`config.mk`:
```
export PLATFORM = sky130hd
export DESIGN_NAME = instr_mem_loader
export DESIGN_NICKNAME = d
export VERILOG_FILES = /design/src/rtl/mips_loader_pkg.sv /design/src/rtl/word_assembler.sv /design/src/rtl/instr_mem_loader.sv
export SDC_FILE = /design/constraint.sdc
export NUM_CORES = 1
export LEC_CHECK = 0
export CAP_MARGIN = 15
export CELL_PAD_IN_SITES_DETAIL_PLACEMENT = 0
export CELL_PAD_IN_SITES_GLOBAL_PLACEMENT = 1
export CORE_MARGIN = 5
export CORE_UTILIZATION = 46
export CTS_BUF_LIST = sky130_fd_sc_hd__clkbuf_8
export DETAILED_ROUTE_END_ITERATION = 12
export PLACE_DENSITY = 0.93
export SETUP_SLACK_MARGIN = 0.4
export SYNTH_ARGS = -nofsm -noshare
export SYNTH_HDL_FRONTEND = slang
export SYNTH_SLANG_ARGS = --single-unit
```
`constraint.sdc`:
```
create_clock -name clk -period 5.4 [get_ports clk]
set_input_delay 0.54 -clock clk [delete_from_list [all_inputs] [get_ports clk]]
set_output_delay 0.54 -clock clk [all_outputs]
set_load 0.005 [all_outputs]
```
`src/rtl/mips_loader_pkg.sv`:
```
// Shared state encoding and constants for the instruction-memory loader.
package mips_loader_pkg;

   typedef enum logic [2:0] {
      LEN_HI = 3'd0,
      LEN_LO = 3'd1,
      DATA   = 3'd2,
      WRITE  = 3'd3,
      DONE   = 3'd4,
      ERR    = 3'd5
   } state_t;

   localparam int WORD_BYTES = 4;
   localparam int CNT_W      = 16;

endpackage

```
`src/rtl/word_assembler.sv`:
```
// Shifts incoming bytes into a big-endian 32-bit word; word_full marks the 4th byte.
module word_assembler
   import mips_loader_pkg::*;
(
   input  logic        clk,
   input  logic        rst_n,
   input  logic        clear,
   input  logic [7:0]  byte_in,
   input  logic        byte_vld,
   output logic [31:0] word_out,
   output logic        word_full
);

   localparam int              BC_W = $clog2(WORD_BYTES);
   localparam logic [BC_W-1:0] LAST = BC_W'(WORD_BYTES - 1);

   logic [BC_W-1:0] byte_cnt;

   // Combinational so the owner can register the write on the same edge as the last byte.
   assign word_full = byte_vld && (byte_cnt == LAST);

   // NOTE: sequential state is updated with non-blocking assignments only, so every
   // register samples the values from before the edge regardless of statement order.
   always_ff @(posedge clk or negedge rst_n) begin
      if (!rst_n) begin
         word_out <= '0;
         byte_cnt <= '0;
      end else if (clear) begin
         word_out <= '0;
         byte_cnt <= '0;
      end else if (byte_vld) begin
         word_out <= {word_out[23:0], byte_in};
         byte_cnt <= byte_cnt + BC_W'(1);
      end
   end

endmodule

```
`src/rtl/instr_mem_loader.sv`:
```
// Loads a length-prefixed byte stream into instruction memory and holds the CPU in reset until done.
module instr_mem_loader #(
   parameter int DEPTH = 64,
   parameter int CNT_W = 16
) (
   input  logic        clk,
   input  logic        rst_n,
   input  logic [7:0]  rx_data,
   input  logic        rx_valid,
   output logic        rx_ready,
   input  logic        start,
   output logic        mem_we,
   output logic [31:0] mem_addr,
   output logic [31:0] mem_wdata,
   output logic        cpu_rst_n,
   output logic        done,
   output logic        error
);
   import mips_loader_pkg::*;

   localparam int               IDX_W   = $clog2(DEPTH + 1);
   localparam logic [CNT_W-1:0] DEPTH_C = CNT_W'(DEPTH);

   state_t           state;
   logic [CNT_W-1:0] count;
   logic [IDX_W-1:0] word_idx;
   logic             hs;
   logic             rearm;
   logic             word_full;
   logic [31:0]      asm_word;
   logic [CNT_W-1:0] full_count;
   logic             last_word;

   assign rx_ready   = (state == LEN_HI) || (state == LEN_LO) || (state == DATA);
   assign hs         = rx_valid && rx_ready;
   assign rearm      = start && ((state == DONE) || (state == ERR));
   assign full_count = {count[CNT_W-1:8], rx_data};
   assign last_word  = (CNT_W'(word_idx) == (count - CNT_W'(1)));

   word_assembler u_asm (
      .clk       (clk),
      .rst_n     (rst_n),
      .clear     (rearm),
      .byte_in   (rx_data),
      .byte_vld  (hs && (state == DATA)),
      .word_out  (asm_word),
      .word_full (word_full)
   );

   always_ff @(posedge clk or negedge rst_n) begin
      if (!rst_n) begin
         state     <= LEN_HI;
         count     <= '0;
         word_idx  <= '0;
         mem_we    <= 1'b0;
         mem_addr  <= '0;
         mem_wdata <= '0;
         done      <= 1'b0;
         error     <= 1'b0;
         cpu_rst_n <= 1'b0;
      end else begin
         mem_we <= 1'b0;
         case (state)
            LEN_HI: if (hs) begin
               count[CNT_W-1:8] <= rx_data;
               state            <= LEN_LO;
            end
            LEN_LO: if (hs) begin
               count <= full_count;
               if (full_count == '0) begin
                  state     <= DONE;
                  done      <= 1'b1;
                  cpu_rst_n <= 1'b1;
               end else if (full_count > DEPTH_C) begin
                  state <= ERR;
                  error <= 1'b1;
               end else begin
                  state <= DATA;
               end
            end
            // The 4th byte is folded in here so the write pulse lands in the WRITE cycle.
            DATA: if (word_full) begin
               state     <= WRITE;
               mem_we    <= 1'b1;
               mem_addr  <= 32'(word_idx) << 2;
               mem_wdata <= {asm_word[23:0], rx_data};
            end
            WRITE: begin
               if (last_word) begin
                  state     <= DONE;
                  done      <= 1'b1;
                  cpu_rst_n <= 1'b1;
               end else begin
                  word_idx <= word_idx + IDX_W'(1);
                  state    <= DATA;
               end
            end
            DONE, ERR: if (start) begin
               state     <= LEN_HI;
               done      <= 1'b0;
               error     <= 1'b0;
               cpu_rst_n <= 1'b0;
               word_idx  <= '0;
            end
            default: state <= LEN_HI;
         endcase
      end
   end

endmodule

```
==> impl_metrics.json <==
{
  "worstMarginPinSlew_ps": 1020,
  "antenna_found_initial": 0,
  "drt_iter0_markers": 135,
  "via_count": 3128,
  "grt_usage": 0.167,
  "syn_area_sq_mm": 0.00445,
  "layout_setup_ws_ps": 2490,
  "power_density_mw_per_mm2": 358,
  "drtAntennaViolNets": 0,
  "placementRows": 36,
  "seq_area_frac_synth": 0.529,
  "grt_max_degree": 54,
  "setup.worst_path.class": "flop to flop",
  "cts_tree": "done",
  "drv_cap": 0,
  "fin_nets": 481,
  "post-cts-setup-buffer-count": 0,
  "cts.root.buffer_cell": "clkbuf_8",
  "drive_gt1_frac": 0.176,
  "arrival_ps": 3190,
  "clk_latency_ps": 360,
  "yosys.area_share.adder": 0.00843,
  "finalMaxSlewViolations": 0,
  "wirelength_mm": 9.45,
  "setup_viol": 0,
  "fp.dieArea_sq_mm": 0.0117,
  "hold_viol_final": 0,
  "synth_edf_count": 0,
  "numCtsBuffers": 9,
  "post_drt_wl_per_cell_microns": 15.7,
  "cp-start-kind": "flop",
  "synth_top_family_by_area": "simple AND/OR/NAND/NOR gates",
  "ctsResizeCount": 0,
  "hold-worst-slack_ps": 135,
  "syn_area_per_cell_sq_um": 10.7,
  "power_mw": 1.89,
  "drtPass1Iterations": 4,
  "period_needed_ps": 2910,
  "die_h_microns": 108,
  "pin_count": 81,
  "diodes": 0,
  "skew_ps": 11.4,
  "synth_cells": 416,
  "areaGrowthSynthToFinish_pct": 18.6,
  "portBuffers": 55,
  "synth_compound_area_frac": 0.0829,
  "dp_slack_ps": 2320,
  "grt_pass1_wl_mm": 15.5,
  "synth_mux_area_frac": 0.142,
  "via_per_inst": 5.18,
  "min_path_type": "input pin to asynchronous set/reset pin",
  "finalWeightedCongestion": 0.789,
  "die_w_microns": 108,
  "clockBufferDepth": 2,
  "setup-tns-final_ps": 0,
  "cts_hold_buf": 0,
  "hpwlAfterDp_mm": 6.63,
  "fmax_mhz": 343,
  "p_leak_nw": 2.41,
  "synth_flop_cell": "dfrtp_1",
  "clkSinkCount": 94,
  "final_area_sq_mm": 0.00528,
  "grt_pass1_vias": 3056,
  "initial_core_util": 0.464,
  "worstSetupEndpointType": "flop",
  "ir_drop_mv": 0.173,
  "relSlewSlack": 0.321,
  "rsz0062_at_grt": "no",
  "synth_cell_types": 47,
  "period_share": 0.540,
  "required_ps": 5670,
  "placed_cell_area_sq_mm": 0.00502,
  "drc": 0,
  "critical_path_peak_fanout": 10,
  "synthArstFlopShare": 1.00,
  "ys_warn_count": 0,
  "path_clk_slew_ps": 100,
  "synthSimpleGateAreaFrac": 0.152,
  "ys_ff_latch": 94,
  "outcome": "completed",
  "htreeDepth": 3,
  "synth_xor_area_frac": 0.0177,
  "core_sq_mm": 0.00959,
  "grt_overflow_total": 0
}
cells in the final DEF, fill, tap and decap left out, types with 3 or more instances in the layout:
cell             Yosys  layout
dfrtp_1             94      94
nand2_1             72      71
clkdlybuf4s50_1      0      54
mux2_2              50      50
o21ai_0             38      38
conb_1               1      25
nor2_1              12      12
clkbuf_8             0       9
inv_1                8       8
a21oi_1              8       8
nand3_1              7       7
mux2i_1              7       7
xnor2_1              6       6
nor3_1               7       6
or3_1                5       5
nor4_1               5       5
nand2b_1             4       4
a31oi_1              4       4
nor2b_1              4       4
buf_4               26       4
xor2_1               3       3
ha_1                 3       3
synthesized netlist by cell type, types with 3 or more instances:
| cell | number | area share |
|---|---|---|
| dfrtp_1 | 94 | 0.53 |
| nand2_1 | 72 | 0.061 |
| mux2_2 | 50 | 0.13 |
| o21ai_0 | 38 | 0.043 |
| buf_4 | 26 | 0.044 |
| clkbuf_1 | 13 | 0.011 |
| nor2_1 | 12 | 0.010 |
| a21oi_1 | 8 | 0.0090 |
| inv_1 | 8 | 0.0067 |
| mux2i_1 | 7 | 0.016 |
| nand3_1 | 7 | 0.0079 |
| nor3_1 | 7 | 0.0079 |
| xnor2_1 | 6 | 0.012 |
| nor4_1 | 5 | 0.0070 |
| or3_1 | 5 | 0.0070 |
| a31oi_1 | 4 | 0.0056 |
| buf_1 | 4 | 0.0034 |
| nand2b_1 | 4 | 0.0056 |
| nor2b_1 | 4 | 0.0056 |
| ha_1 | 3 | 0.0084 |
| xor2_1 | 3 | 0.0059 |
metrics by stage:
step,util,std cells
after floorplan,-,440
after global placement,0.522,585
after detailed placement,0.523,586
after CTS,0.547,602
after global routing,0.550,604
final,0.550,604
worst max-delay path, cell delays in order (launching register included):
cell and delay [ps]:
dfrtp_1 440, inv_1 110, ha_1 210, or3b_1 490, or3_1 400, a221oi_1 500
nand4b_4 280, a31o_1 240, a31oi_1 160
kinds of logic (layout without fill, tap and decap cells):
logic type	Yosys count	after routing
mux	57	57
xor+xnor	9	9
compound gates	64	64
flops	94	94
fa+ha+maj	3	3
other cells	1	25
simple gates	135	135
buf+inv	53	84
report_power, final:
part / switching, mW / internal [mW] / total, mW
Clock: 0.259 / 0.268 / 0.527
Sequential: 0.113 / 0.781 / 0.893
Combinational: 0.241 / 0.226 / 0.467
flip-flops by register name, indices dropped and copies added (netlist names):
signal / count
mem_wdata: 32
u_asm.word_out: 24
error: 1
state: 3
count: 16
u_asm.byte_cnt: 2
word_idx: 7
done: 1
mem_addr: 7
mem_we: 1
metal layers:
layer | wire (microns) | share of wire | vias to the layer above | GRT usage
li1 | - | - | 1483 | -
met1 | 4340 | 0.46 | 1550 | 0.236
met2 | 4470 | 0.47 | 88 | 0.274
met3 | 549 | 0.058 | 7 | 0.0263
met4 | 91 | 0.0096 | 0 | 0.0388
met5 | 0 | 0 | - | 0
cell type report:
cell class / instances / area [sq um]
fill: 822 / 4320
timing repair buffer: 60 / 603
multi-input combinational: 293 / 1900
inverter: 8 / 30.0
sequential: 94 / 2350
clock inverter: 7 / 104
tap: 133 / 166
clock buffer: 9 / 124
worst paths after layout:
check	endpoint	from	cells past startpoint	slack, ps
setup reg to reg	word_idx[4]$_DFFE_PN0P_	count[0]$_DFFE_PN0P_	8	2490
hold reg to reg	mem_addr[6]$_DFFE_PN0P_	mem_addr[6]$_DFFE_PN0P_	2	490
max in group asynchronous	mem_addr[6]$_DFFE_PN0P_	rst_n	2	4190
min in group clk	mem_addr[6]$_DFFE_PN0P_	mem_addr[6]$_DFFE_PN0P_	2	490
hold / removal	mem_wdata[18]$_DFFE_PN0P_	rst_n	1	130
setup / recovery	word_idx[4]$_DFFE_PN0P_	count[0]$_DFFE_PN0P_	8	2490
Power figures use the tool's default switching activity.
